### src/rtl/rf_write_arbiter.sv
// Register-file write-port arbiter: pipeline writeback vs. a 2-entry queue of
// multi-cycle-unit results, with a starvation-forced drain. Optional macro: RF_ARB_BYPASS_EN.
module rf_write_arbiter #(
  parameter int unsigned STARVE_LIMIT = 4
) (
  input  logic        clk,
  input  logic        rst,
  input  logic        wb_write,
  input  logic [4:0]  wb_addr,
  input  logic [31:0] wb_data,
  input  logic        mdu_valid,
  input  logic [4:0]  mdu_addr,
  input  logic [31:0] mdu_data,
  output logic        mdu_ready,
  output logic        rf_we,
  output logic [4:0]  rf_waddr,
  output logic [31:0] rf_wdata,
  output logic        stall_req,
  output logic [1:0]  dbg_state,
  output logic [1:0]  dbg_count
);

  // Handshake: an MDU result transfers on a rising edge where mdu_valid && mdu_ready;
  // mdu_ready depends on the current queue occupancy only, and the producer holds
  // its payload stable while mdu_valid is high and mdu_ready is low.

  typedef enum logic [1:0] {
    ST_IDLE    = 2'd0,
    ST_PENDING = 2'd1,
    ST_FORCE   = 2'd2
  } state_e;

  state_e      state_q, state_d;
  logic [1:0]  count_q, count_d;
  logic        rd_ptr_q, rd_ptr_d;
  logic        wr_ptr_q, wr_ptr_d;
  logic [3:0]  starve_q, starve_d;
  logic [4:0]  fifo_addr_q [2];
  logic [4:0]  fifo_addr_d [2];
  logic [31:0] fifo_data_q [2];
  logic [31:0] fifo_data_d [2];
  logic        rf_we_q, rf_we_d;
  logic [4:0]  rf_waddr_q, rf_waddr_d;
  logic [31:0] rf_wdata_q, rf_wdata_d;

  logic pipe_req, in_force, pipe_grant, pop, push, accept, bypass;

  assign pipe_req   = wb_write && (wb_addr != 5'd0);
  assign in_force   = (state_q == ST_FORCE);
  assign mdu_ready  = (count_q < 2'd2);
  assign accept     = mdu_valid && mdu_ready;
  // A forced drain ignores the pipeline entirely, so its request cannot win.
  assign pipe_grant = pipe_req && !in_force;
  assign pop        = (count_q != 2'd0) && !pipe_grant;
`ifdef RF_ARB_BYPASS_EN
  assign bypass     = accept && (count_q == 2'd0) && !pipe_req && !in_force;
`else
  assign bypass     = 1'b0;
`endif
  assign push       = accept && !bypass;

  assign stall_req  = in_force;
  assign rf_we      = rf_we_q;
  assign rf_waddr   = rf_waddr_q;
  assign rf_wdata   = rf_wdata_q;
  assign dbg_state  = state_q;
  assign dbg_count  = count_q;

  always_comb begin
    fifo_addr_d = fifo_addr_q;
    fifo_data_d = fifo_data_q;
    wr_ptr_d    = wr_ptr_q;
    rd_ptr_d    = rd_ptr_q;
    count_d     = count_q;
    if (push) begin
      fifo_addr_d[wr_ptr_q] = mdu_addr;
      fifo_data_d[wr_ptr_q] = mdu_data;
      wr_ptr_d              = ~wr_ptr_q;
    end
    if (pop) rd_ptr_d = ~rd_ptr_q;
    case ({push, pop})
      2'b10:   count_d = count_q + 2'd1;
      2'b01:   count_d = count_q - 2'd1;
      default: count_d = count_q;
    endcase
  end

  always_comb begin
    rf_we_d    = 1'b0;
    rf_waddr_d = rf_waddr_q;
    rf_wdata_d = rf_wdata_q;
    if (pipe_grant) begin
      rf_we_d    = 1'b1;
      rf_waddr_d = wb_addr;
      rf_wdata_d = wb_data;
    end else if (pop) begin
      // An address-0 entry still uses its slot but never reaches the file.
      rf_we_d    = (fifo_addr_q[rd_ptr_q] != 5'd0);
      rf_waddr_d = fifo_addr_q[rd_ptr_q];
      rf_wdata_d = fifo_data_q[rd_ptr_q];
    end else if (bypass) begin
      rf_we_d    = (mdu_addr != 5'd0);
      rf_waddr_d = mdu_addr;
      rf_wdata_d = mdu_data;
    end
  end

  always_comb begin
    starve_d = starve_q;
    state_d  = state_q;
    if (in_force || pop || count_q == 2'd0) begin
      starve_d = 4'd0;
    end else if (state_q == ST_PENDING && pipe_grant) begin
      starve_d = starve_q + 4'd1;
    end
    if (!in_force && starve_d == 4'(STARVE_LIMIT)) begin
      state_d = ST_FORCE;
    end else if (count_d != 2'd0) begin
      state_d = ST_PENDING;
    end else begin
      state_d = ST_IDLE;
    end
  end

  always_ff @(posedge clk) begin
    if (rst) begin
      state_q    <= ST_IDLE;
      count_q    <= 2'd0;
      rd_ptr_q   <= 1'b0;
      wr_ptr_q   <= 1'b0;
      starve_q   <= 4'd0;
      rf_we_q    <= 1'b0;
      rf_waddr_q <= 5'd0;
      rf_wdata_q <= 32'd0;
    end else begin
      state_q    <= state_d;
      count_q    <= count_d;
      rd_ptr_q   <= rd_ptr_d;
      wr_ptr_q   <= wr_ptr_d;
      starve_q   <= starve_d;
      rf_we_q    <= rf_we_d;
      rf_waddr_q <= rf_waddr_d;
      rf_wdata_q <= rf_wdata_d;
    end
  end

  // Queue storage needs no reset: occupancy and pointers gate every read.
  always_ff @(posedge clk) begin
    fifo_addr_q <= fifo_addr_d;
    fifo_data_q <= fifo_data_d;
  end

endmodule

### config.mk
export PLATFORM = sky130hd
export DESIGN_NAME = rf_write_arbiter
export DESIGN_NICKNAME = d
export VERILOG_FILES = /design/src/rtl/rf_write_arbiter.sv
export SDC_FILE = /design/constraint.sdc
export NUM_CORES = 1
export LEC_CHECK = 0
export CELL_PAD_IN_SITES_DETAIL_PLACEMENT = 2
export CELL_PAD_IN_SITES_GLOBAL_PLACEMENT = 2
export CORE_MARGIN = 5
export CORE_UTILIZATION = 34
export DETAILED_ROUTE_END_ITERATION = 12
export PLACE_DENSITY_LB_ADDON = 0.2
export RECOVER_POWER = 50
export SLEW_MARGIN = 20
export SYNTH_ARGS = -nofsm -noshare
export SYNTH_HDL_FRONTEND = slang
export SYNTH_SLANG_ARGS = --single-unit
### constraint.sdc
create_clock -name clk -period 4.3 [get_ports clk]
set_clock_uncertainty 0.15 [all_clocks]
set_input_delay 1.075 -clock clk [delete_from_list [all_inputs] [get_ports clk]]
set_output_delay 1.075 -clock clk [all_outputs]
set_load 0.02 [all_outputs]
==> run summary <==
The cell area after placement is about 6000 µm². The worst setup path is launched from an input pin. The clock sink count is roughly 120.

The overall routed net length came out at ~13 mm. Setup repair after global routing left no endpoint under its margin. The peak fanout along the critical path is 37. Dividing the final minimum period by the clock period gives around three quarters. The portion of synthesized cell area occupied by the leading cell type came out at between 40 and 50%.

The area growth from synthesis to layout is 40.0%. The height of the die came out at 128 µm. Routability-driven placement finished with a final weighted congestion of 0.713.

After synthesis, flip-flops and latches occupy 66.8% of the total area. The data arrival at the endpoint of the critical path came out at between 3000 and 4000 ps. Post-CTS timing repair inserted 0 buffers for setup. After clock tree synthesis, the repair step resized 0 gates.

In the final layout, the share of cells above drive strength 1 is around 6.4%. The slew at the pin closest to its max-slew limit is between 2000 and 2500 ps. The flop and latch count out of synthesis is between 100 and 150. The mapped cell area is ~4800 µm². The worst setup path is of the in -> reg kind.

No sink is reached through more buffers than the 2 on the longest clock path. The first routing iteration left between 80 and 90 violations. Summing all non-filler instances in the final layout gives an area of between 6000 and 7000 µm².

Entering global routing, the biggest net connects 48 pins. In this run, distinct cell masters in the synthesized netlist total 31. The number of synthesis warnings came out at 0. The total power per unit cell area is approximately 600 nW/µm².

The final reports fail on capacitance limit, slew limit. Synthesis produced a netlist with a net count of roughly 470. By area the synthesized netlist is led by sky130_fd_sc_hd__edfxtp_1 (47%), sky130_fd_sc_hd__dfxtp_1 (20%), sky130_fd_sc_hd__mux2i_1 (8.0%).

The synthesized netlist cell count came out at approximately 390. The run finished, with violations left. Dividing the detail-routed wire length by the instance count gives ~19 µm. The total number of vias came out at between 3,000 and 4,000. The post-DP HPWL is around 8.6 mm. The final hold violation count came out at 0. The count of port buffers added during placement is between 100 and 150. The leakage component of the power is 2.32 nW. The clock period minus worst slack is 3290 ps.

The cell type with the highest aggregate area in the netlist is sky130_fd_sc_hd__edfxtp_1. The path class of the tightest hold or removal check is reg -> reg. The number of max-cap violations came out at 2.

The number of ports placed on the die boundary came out at 122. TritonCTS built the clock tree. The worst supply voltage drop on vdd is just under 0.3 mV. After clock tree synthesis, the flow added hold-fix buffers numbering 0. For this run, the post-layout net count is roughly 590. The average vias per placed instance came out at approximately 5.0. The row count came out at 43.

The count of H-tree levels built during CTS came out at 4. The mean instance size in the synthesized netlist is about 12 µm². Data on the critical path is required at its endpoint by roughly 4200 ps. The number of global-route vias before repair is between 3,000 and 4,000.

The minimum setup slack in the final design came out at about 1000 ps. The global-route wire length before repair came out at roughly 21 mm. The register clock-pin slew on the reported worst setup and hold paths is ~50 ps. The initial utilization of the core area, before any placement, comes to around 34%. Grouping stages by cell kind, the critical path spends the most delay in simple AND/OR/NAND/NOR gates. Walking the worst path, the cells encountered are dlygate4sd3_1 > and3_1. In this run the remaining antenna-violating nets after routing total 0. The count of pins over their slew limit was between 80 and 90.

In this run the clock root is driven by a sky130_fd_sc_hd__clkbuf_16. STA classifies the critical path endpoint as a register. Setup violations remaining at the end of the flow were counted as 0.

The post-route setup TNS is 0 ps. In the global route stage, overall resource usage came out at between 10% and 20%. The worst setup slack before clock tree synthesis is around 680 ps. The insertion delay to the later sink of the worst-skew pair came out at 420 ps. In this run the horizontal extent of the chip is ~130 µm. For this design, the slowest cell found on the critical path is sky130_fd_sc_hd__and3_1. The total CTS buffers came out at 17. The area of the placeable core came out at 13,800 µm².

The highest achievable clock rate came out at 304 MHz. The worst-case headroom to the max-slew limit is -58.7%. The number of detailed-routing iterations run before antenna repair came out at 4. The largest stage delay on the critical path came out at approximately 1500 ps.

The area of the die came out at between 15,000 and 20,000 µm². Counting both buffers and inverters, the worst setup path holds a total of 1. The final design utilization came out at 48.2%. The number of antenna violations at the first check in global routing is 5. For this run, design rule violations remaining after detail routing come to 0. The final global-route overflow total came out at 0.
[cell usage in the layout (no fill, tap or decap), types with 2 or more instances in the layout]
master and instances:
sky130_fd_sc_hd__buf_4 4, sky130_fd_sc_hd__nand2_1 74, sky130_fd_sc_hd__or3_1 4, sky130_fd_sc_hd__inv_1 3, sky130_fd_sc_hd__clkdlybuf4s50_1 74, sky130_fd_sc_hd__nor3_1 2
sky130_fd_sc_hd__o21ai_0 3, sky130_fd_sc_hd__clkbuf_8 3, sky130_fd_sc_hd__clkinv_2 3, sky130_fd_sc_hd__nand3_1 4, sky130_fd_sc_hd__dfxtp_1 47, sky130_fd_sc_hd__diode_2 3
sky130_fd_sc_hd__clkbuf_1 7, sky130_fd_sc_hd__edfxtp_1 74, sky130_fd_sc_hd__xor2_1 5, sky130_fd_sc_hd__dlygate4sd3_1 46, sky130_fd_sc_hd__nand2b_1 2, sky130_fd_sc_hd__a31oi_1 2
sky130_fd_sc_hd__a21oi_1 41, sky130_fd_sc_hd__nor2_1 10, sky130_fd_sc_hd__mux2i_1 38, sky130_fd_sc_hd__ha_1 2, sky130_fd_sc_hd__clkbuf_16 17, sky130_fd_sc_hd__o211ai_1 37
[report_power, final]
| group | switching [mW] | leakage [nW] | internal [mW] | total (mW) |
|---|---|---|---|---|
| Clock | 0.475 | 0.266 | 0.831 | 1.31 |
| Sequential | 0.131 | 1.09 | 1.49 | 1.62 |
| Combinational | 0.630 | 0.965 | 0.457 | 1.09 |
[state kept, by name, indices dropped and copies added, names as in the netlist]
signal,flops
fifo_data_q,64
rd_ptr_q,1
rf_wdata,32
rf_waddr,5
fifo_addr_q,10
rf_we,1
dbg_state,2
starve_q,4
wr_ptr_q,1
dbg_count,2
[cell families (layout without fill, tap and decap cells)]
family,Yosys count,count (layout),synth area share [%]
multiplexers,38,38,7.99
XOR/XNOR,6,6,1.10
AO/OA/AOI/OAI,87,87,11.6
other,0,3,0
adder cells (fa/ha/maj),2,2,0.525
flip-flops,122,122,66.8
buffers and inverters,29,160,3.00
AND/OR/NAND/NOR,102,102,8.96
[path summary, 6_finish.rpt]
kind                            cells past startpoint              end  slack, ps         start
worst max-delay path                                2  fifo_data_q[19]       1010     mdu_valid
worst min-delay path                                2      starve_q[2]        400   starve_q[2]
worst max register to register                      2  fifo_data_q[19]       1760  dbg_count[1]
worst min register to register                      2      starve_q[2]        400   starve_q[2]
[synth_stat cells]
| library cell | number |
|---|---|
| sky130_fd_sc_hd__nand2b_1 | 2 |
| sky130_fd_sc_hd__mux2i_1 | 38 |
| sky130_fd_sc_hd__nor2b_1 | 1 |
| sky130_fd_sc_hd__dfxtp_1 | 48 |
| sky130_fd_sc_hd__buf_6 | 3 |
| sky130_fd_sc_hd__o211a_1 | 1 |
| sky130_fd_sc_hd__xor2_1 | 5 |
| sky130_fd_sc_hd__buf_1 | 1 |
| sky130_fd_sc_hd__and3_1 | 1 |
| sky130_fd_sc_hd__or3_1 | 4 |
| sky130_fd_sc_hd__clkbuf_1 | 13 |
| sky130_fd_sc_hd__or2_2 | 1 |
| sky130_fd_sc_hd__nor4_1 | 1 |
| sky130_fd_sc_hd__nand3b_1 | 1 |
| sky130_fd_sc_hd__or4_4 | 1 |
| sky130_fd_sc_hd__nor2_1 | 10 |
| sky130_fd_sc_hd__o211ai_2 | 1 |
| sky130_fd_sc_hd__nand2_1 | 74 |
| sky130_fd_sc_hd__o211ai_1 | 37 |
| sky130_fd_sc_hd__nand3_1 | 4 |
| sky130_fd_sc_hd__ha_1 | 2 |
| sky130_fd_sc_hd__a31oi_1 | 2 |
| sky130_fd_sc_hd__nor3_1 | 2 |
| sky130_fd_sc_hd__xnor2_1 | 1 |
| sky130_fd_sc_hd__o31a_1 | 1 |
| sky130_fd_sc_hd__o32a_1 | 1 |
| sky130_fd_sc_hd__buf_2 | 9 |
| sky130_fd_sc_hd__a21oi_1 | 41 |
| sky130_fd_sc_hd__inv_1 | 3 |
| sky130_fd_sc_hd__o21ai_0 | 3 |
| sky130_fd_sc_hd__edfxtp_1 | 74 |
[through the flow]
step | instances | hold slack (ps) | power (mW)
after floorplan | 386 | 343 | 2.30
after CTS | 697 | 397 | 4.09
after global placement | 666 | 381 | 2.71
after global routing | 697 | 415 | 4.24
after detailed placement | 666 | 384 | 2.76
final | 700 | 399 | 4.01
[area by class of cell]
class	instances	area, µm²
fill	1382	7160
sequential	122	3180
multi-input combinational	235	1450
timing repair buffer	126	1250
clock buffer	26	489
tap	180	225
clock inverter	5	48.8
inverter	3	11.3
antenna	3	7.51
[metal layers]
metal | vias to the layer above | share of wire [%] | GRT usage, %
li1 | 1660 | - | -
met3 | 24 | 5.7 | 6.52
met1 | 1697 | 40 | 18.7
met5 | - | 0.19 | 0
met2 | 82 | 52 | 29.4
met4 | 4 | 2.0 | 6.30
Power figures use the tool's default switching activity.
==> edit 1: new RTL, same settings <==
Build with the macro `RF_ARB_BYPASS_EN` defined.
--- a/src/rtl/rf_write_arbiter.sv
+++ b/src/rtl/rf_write_arbiter.sv
@@ -1,4 +1,6 @@
 // Register-file write-port arbiter: pipeline writeback vs. a 2-entry queue of
 // multi-cycle-unit results, with a starvation-forced drain. Optional macro: RF_ARB_BYPASS_EN.
+`define RF_ARB_BYPASS_EN
+
 module rf_write_arbiter #(
   parameter int unsigned STARVE_LIMIT = 4
Formal check against the unedited RTL: not equivalent (Yosys sat finds a counterexample within 4 cycles, from zero or initial values and one cycle with rst high).
==> edit 1 against the unedited design <==
Synthesized area increased by 12%; wire length grew 25%; worst hold slack better by 0.040 ns; combinational power grew 9%; critical path depth is 4 higher; largest cell class unchanged; total power increased by 2.8%; clock power increased by 4%; setup slack got worse by 0.56 ns; cell area grew 9.8%; sequential cell count unchanged; highest routed layer unchanged.
==> edit 1: results (changes against the unedited design) <==
stage,metric,value,unit,change
min_path,beginning of the worst hold path,starve_q[1],,
place,Final GP Congestion,0.7118,,-0.18%
synthesis,number of library cell types mapped by synthesis,43,,+39%
drt,met2 WL post-DR,8733,µm,+26%
drt,vias after detailed routing,4051,,+17%
drt,detail-routed net length per standard cell,21.34,µm,+12%
global_route,global routing met3 resource utilization,4.806,%,-1.7 points
setup_path,depth of the worst register-to-register path,5,,+3
setup_path,first element of the critical path,wb_addr[0],,
setup_path,"Max FO, Critical Path",58,,+57%
global_route,global-route track usage on met1,23.67,%,+5.0 points
synthesis,syn_nets,519,,+11%
min_path,Cells on Worst Hold Path,2,,unchanged
global_route,Global Route Usage Sum,18.73,%,+1.8 points
outcome,run status,"complete, no violations",,
global_route,pin count of the biggest net entering global routing,59,,+23%
global_route,GR met2 Demand/Resource,31.44,%,+2.0 points
synthesis,share of the synthesized area in compound gates (AO/OA/AOI/OAI),11.80,%,+0.21 points
layout,Layout Nets,637,,+8.9%
synthesis,largest cells by area after synthesis,"sky130_fd_sc_hd__edfxtp_1, sky130_fd_sc_hd__dfxtp_1, sky130_fd_sc_hd__mux2i_1",,
setup_path,CP endpoint,rd_ptr_q,,
synthesis,sequential cell area fraction in the yosys report,59.80,%,-7.0 points
synthesis,xor/xnor cell area share of the yosys netlist,0.8228,%,-0.28 points
layout,Post-Layout Cell Count,781,,+12%
power,maximum vdd ir drop,288.6,µV,-0.40%
synthesis,"arithmetic-cell share of the synthesized area counting full adders, half adders and majority gates",0.4701,%,-0.055 points
setup_path,Worst R2R Start,dbg_state[0],,
synthesis,multiplexer fraction of the synthesized cell area,11.50,%,+3.5 points
min_path,endpoint of the worst hold-timing path,starve_q[1],,
power,Leakage Power,0.002669,µW,+15%
layout,share of final-layout standard cells stronger than drive strength 1,10.88,%,+4.5 points
place,# placed instances,748,,+12%
global_route,initial antenna violation count,1,,-4
synthesis,most common library cells after synthesis,"sky130_fd_sc_hd__edfxtp_1, sky130_fd_sc_hd__mux2i_1, sky130_fd_sc_hd__nand2_1",,
global_route,global-route wire length before repair,26240,µm,+24%
drt,1st-iter DRT viols,233,,+160%
place,half-perimeter wire length after placement,10940,µm,+27%
layout,register with the highest flop count,fifo_data_q,,
timing,Max-Slew Margin vs Limit,8.833,%,+68 points
global_route,vias in the first global route,4586,,+16%
setup_path,capture point of the worst reg-to-reg path,dbg_state[0],,
setup_path,data arrival time at the worst-slack endpoint,4.03,ns,+0.89 ns
clock_tree,clock-pin slew of the registers on the worst-case setup and hold paths,0.05,ns,about the same
drt,length of routed wiring on met1,7078,µm,+32%
power,Sw Pwr,1334,µW,+8.0%
place,Post-DP Area,6731,µm²,+9.8%
clock_tree,number of resized instances in the post-cts repair step,0,,unchanged
setup_path,FF-to-FF setup slack,1.39,ns,-0.37 ns
job,MaxCap Viol Count,0,,-2
synthesis,count of mapped cells out of synthesis,439,,+14%
layout,ANT cells,0,,-3
==> edit 1: changes by cell type after synthesis, moves of 11 or more <==
cell	before	now
sky130_fd_sc_hd__nand2_1	74	54
sky130_fd_sc_hd__inv_1	3	24
sky130_fd_sc_hd__nor3_1	2	40
sky130_fd_sc_hd__mux2i_1	38	60
sky130_fd_sc_hd__a21oi_1	41	2
sky130_fd_sc_hd__a2111oi_2	0	11
sky130_fd_sc_hd__a311oi_1	0	16
sky130_fd_sc_hd__o211ai_1	37	16
==> edit 1: power by group through the flow <==
stage	combinational [µW]	sequential, µW	clock, µW
after CTS	1240	1580	1390
after global placement	1180	1580	0
after global routing	1290	1600	1440
after detailed placement	1220	1600	0
after floorplan	628	1670	0
final	1190	1570	1360
==> edit 1: layout make-up <==
class,count,area (µm²)
multi-input cells,259,1901
clock buffers,23,498.0
fillers,1513,7939
well taps,211,264.0
inverters,24,90.09
clock inverters,9,68.82
repair buffers,133,1314
flip-flops and latches,122,3184
==> edit 1: critical path: stages <==
cell	delay, ns
sky130_fd_sc_hd__clkdlybuf4s50_1	0.44
sky130_fd_sc_hd__or4_1	0.68
sky130_fd_sc_hd__o211a_2	0.32
sky130_fd_sc_hd__clkbuf_2	0.70
sky130_fd_sc_hd__or3_1	0.61
sky130_fd_sc_hd__a21oi_1	0.15
==> edit 1: stage by stage <==
stage	power [µW]	setup WS [ns]	hold WS [ns]
5_1_grt	4330	0.3353	0.4728
3_3_place_gp	2760	0.3936	0.4079
6_report	4124	0.4498	0.4389
3_5_place_dp	2821	0.2464	0.4329
2_1_floorplan	2293	0.5970	0.3831
4_1_cts	4215	0.6536	0.4439
==> edit 2: new RTL, config.mk and constraints unchanged <==
Without the edit above. Take the reset off `rf_wdata_q` and load it in a clocked block of its own.
--- a/src/rtl/rf_write_arbiter.sv
+++ b/src/rtl/rf_write_arbiter.sv
@@ -132,5 +132,4 @@
       rf_we_q    <= 1'b0;
       rf_waddr_q <= 5'd0;
-      rf_wdata_q <= 32'd0;
     end else begin
       state_q    <= state_d;
@@ -141,6 +140,9 @@
       rf_we_q    <= rf_we_d;
       rf_waddr_q <= rf_waddr_d;
-      rf_wdata_q <= rf_wdata_d;
     end
+  end
+
+  always_ff @(posedge clk) begin
+    rf_wdata_q <= rf_wdata_d;
   end
 
Behaviour: not the same (Yosys sat finds a counterexample within 4 cycles, from zero or initial values and one cycle with rst high).
==> edit 2 against the unedited design <==
The flow still finishes with violations (capacitance limit, slew limit); setup slack got worse by 0.29 ns; synthesized cell count down 20%; worst hold slack improved by 0.012 ns; core utilization is 1.5 points higher; sequential cell count unchanged; global-route usage shrank 1.3 points; wire length fell by 10%; synthesized area down 2.5%; fmax is 8.0% lower; cell area down 0.84%; total power is 2.1% higher; clock power up 5%; critical endpoint is now fifo_data_q[52]; highest routed layer unchanged.
==> edit 2: results (changes against the unedited design) <==
stage,metric,value,unit,change
layout,ANT cells,0,,-3
setup_path,highest cell delay on the worst timing path,0.88,ns,-0.61 ns
place,Final GP Congestion,0.7176,,+0.63%
place,post-placement setup slack,0.6647,ns,-0.01372 ns
synthesis,number of synthesized flops with an enable pin,106,,+43%
outcome,violated checks,"capacitance limit, slew limit",,
setup_path,data arrival time at the worst-slack endpoint,3.45,ns,+0.31 ns
global_route,vias in the first global route,3447,,-13%
timing,final slew viol count,38,,-55%
setup_path,"slowest stage cell, crit path",sky130_fd_sc_hd__clkbuf_1,,
synthesis,most common library cells after synthesis,"sky130_fd_sc_hd__edfxtp_1, sky130_fd_sc_hd__nand2_1, sky130_fd_sc_hd__mux2i_1",,
synthesis,count of mapped cells out of synthesis,308,,-20%
layout,Layout Nets,519,,-11%
synthesis,largest cells by area after synthesis,"sky130_fd_sc_hd__edfxtp_1, sky130_fd_sc_hd__mux2i_1, sky130_fd_sc_hd__dfxtp_1",,
global_route,global-route wire length before repair,18840,µm,-11%
outcome,run status,"finished, violations left",,
drt,routed wl met3,655,µm,-13%
global_route,Global Route Usage Sum,15.60,%,-1.3 points
layout,fill cell count,1230,,-11%
synthesis,number of library cell types mapped by synthesis,32,,+3.2%
setup_path,"Max FO, Critical Path",17,,-54%
place,Post-DP Area,6065,µm²,-1.1%
drt,1st-iter DRT viols,162,,+84%
power,Leakage Power,0.002293,µW,-1.2%
drt,final wirelength,11930,µm,-10%
drt,length of routed wiring on met1,4803,µm,-10%
drt,vias after detailed routing,2974,,-14%
synthesis,sequential cell area fraction in the yosys report,75.43,%,+8.6 points
layout,share of final-layout standard cells stronger than drive strength 1,7.556,%,+1.2 points
job,MaxCap Viol Count,1,,-1
place,half-perimeter wire length after placement,8042,µm,-6.7%
layout,share of the core filled with cells in the final layout,49.72,%,+1.5 points
edit 2: cell types whose count changed after synthesis, sizes merged, moves of 3 or more:
cell,delta
a21oi,-34
buf,-9
clkbuf,-3
dfxtp,-32
edfxtp,+32
nand2,-32
o211ai,-33
o21ai,+33
edit 2: cell families (layout without fill, tap and decap cells):
group | Yosys count | count (layout) | synth area share, %
xor+xnor | 6 | 6 | 1.131
compound gates | 53 | 53 | 6.331
fa+ha+maj | 2 | 2 | 0.5387
buf+inv | 17 | 159 | 1.563
mux | 39 | 39 | 8.432
flops | 122 | 122 | 75.43
simple gates | 69 | 69 | 6.573
edit 2: final timing paths:
check | from | end | slack, ns | cells past startpoint
setup / recovery | mdu_valid | fifo_data_q[52] | 0.73 | 4
hold / removal | wr_ptr_q | wr_ptr_q | 0.41 | 2
setup reg to reg | dbg_count[1] | fifo_data_q[52] | 1.48 | 4
hold reg to reg | wr_ptr_q | wr_ptr_q | 0.41 | 2
edit 2: layout make-up:
class / count / area share [%]
clock buffers: 21 / 6.663
flip-flops and latches: 122 / 53.02
inverters: 3 / 0.1704
multi-input cells: 169 / 16.20
well taps: 176 / 3.331
repair buffers: 126 / 18.72
clock inverters: 9 / 1.893
edit 2: where the power goes:
| part | switching (µW) | internal, µW |
|---|---|---|
| registers | 111 | 1620 |
| clock network | 486 | 899 |
| logic | 563 | 421 |
edit 2: worst max-delay path: cells and delay by family:
family	cells	cell delay [ns]
buf+inv	2	1.43
simple gates	2	0.93
edit 2: routing by layer:
| metal | track usage, % | vias to the layer above |
|---|---|---|
| met2 | 27.24 | 80 |
| met4 | 5.931 | 2 |
| met5 | 0 | - |
| met3 | 5.759 | 17 |
| met1 | 17.35 | 1461 |
| li1 | - | 1414 |
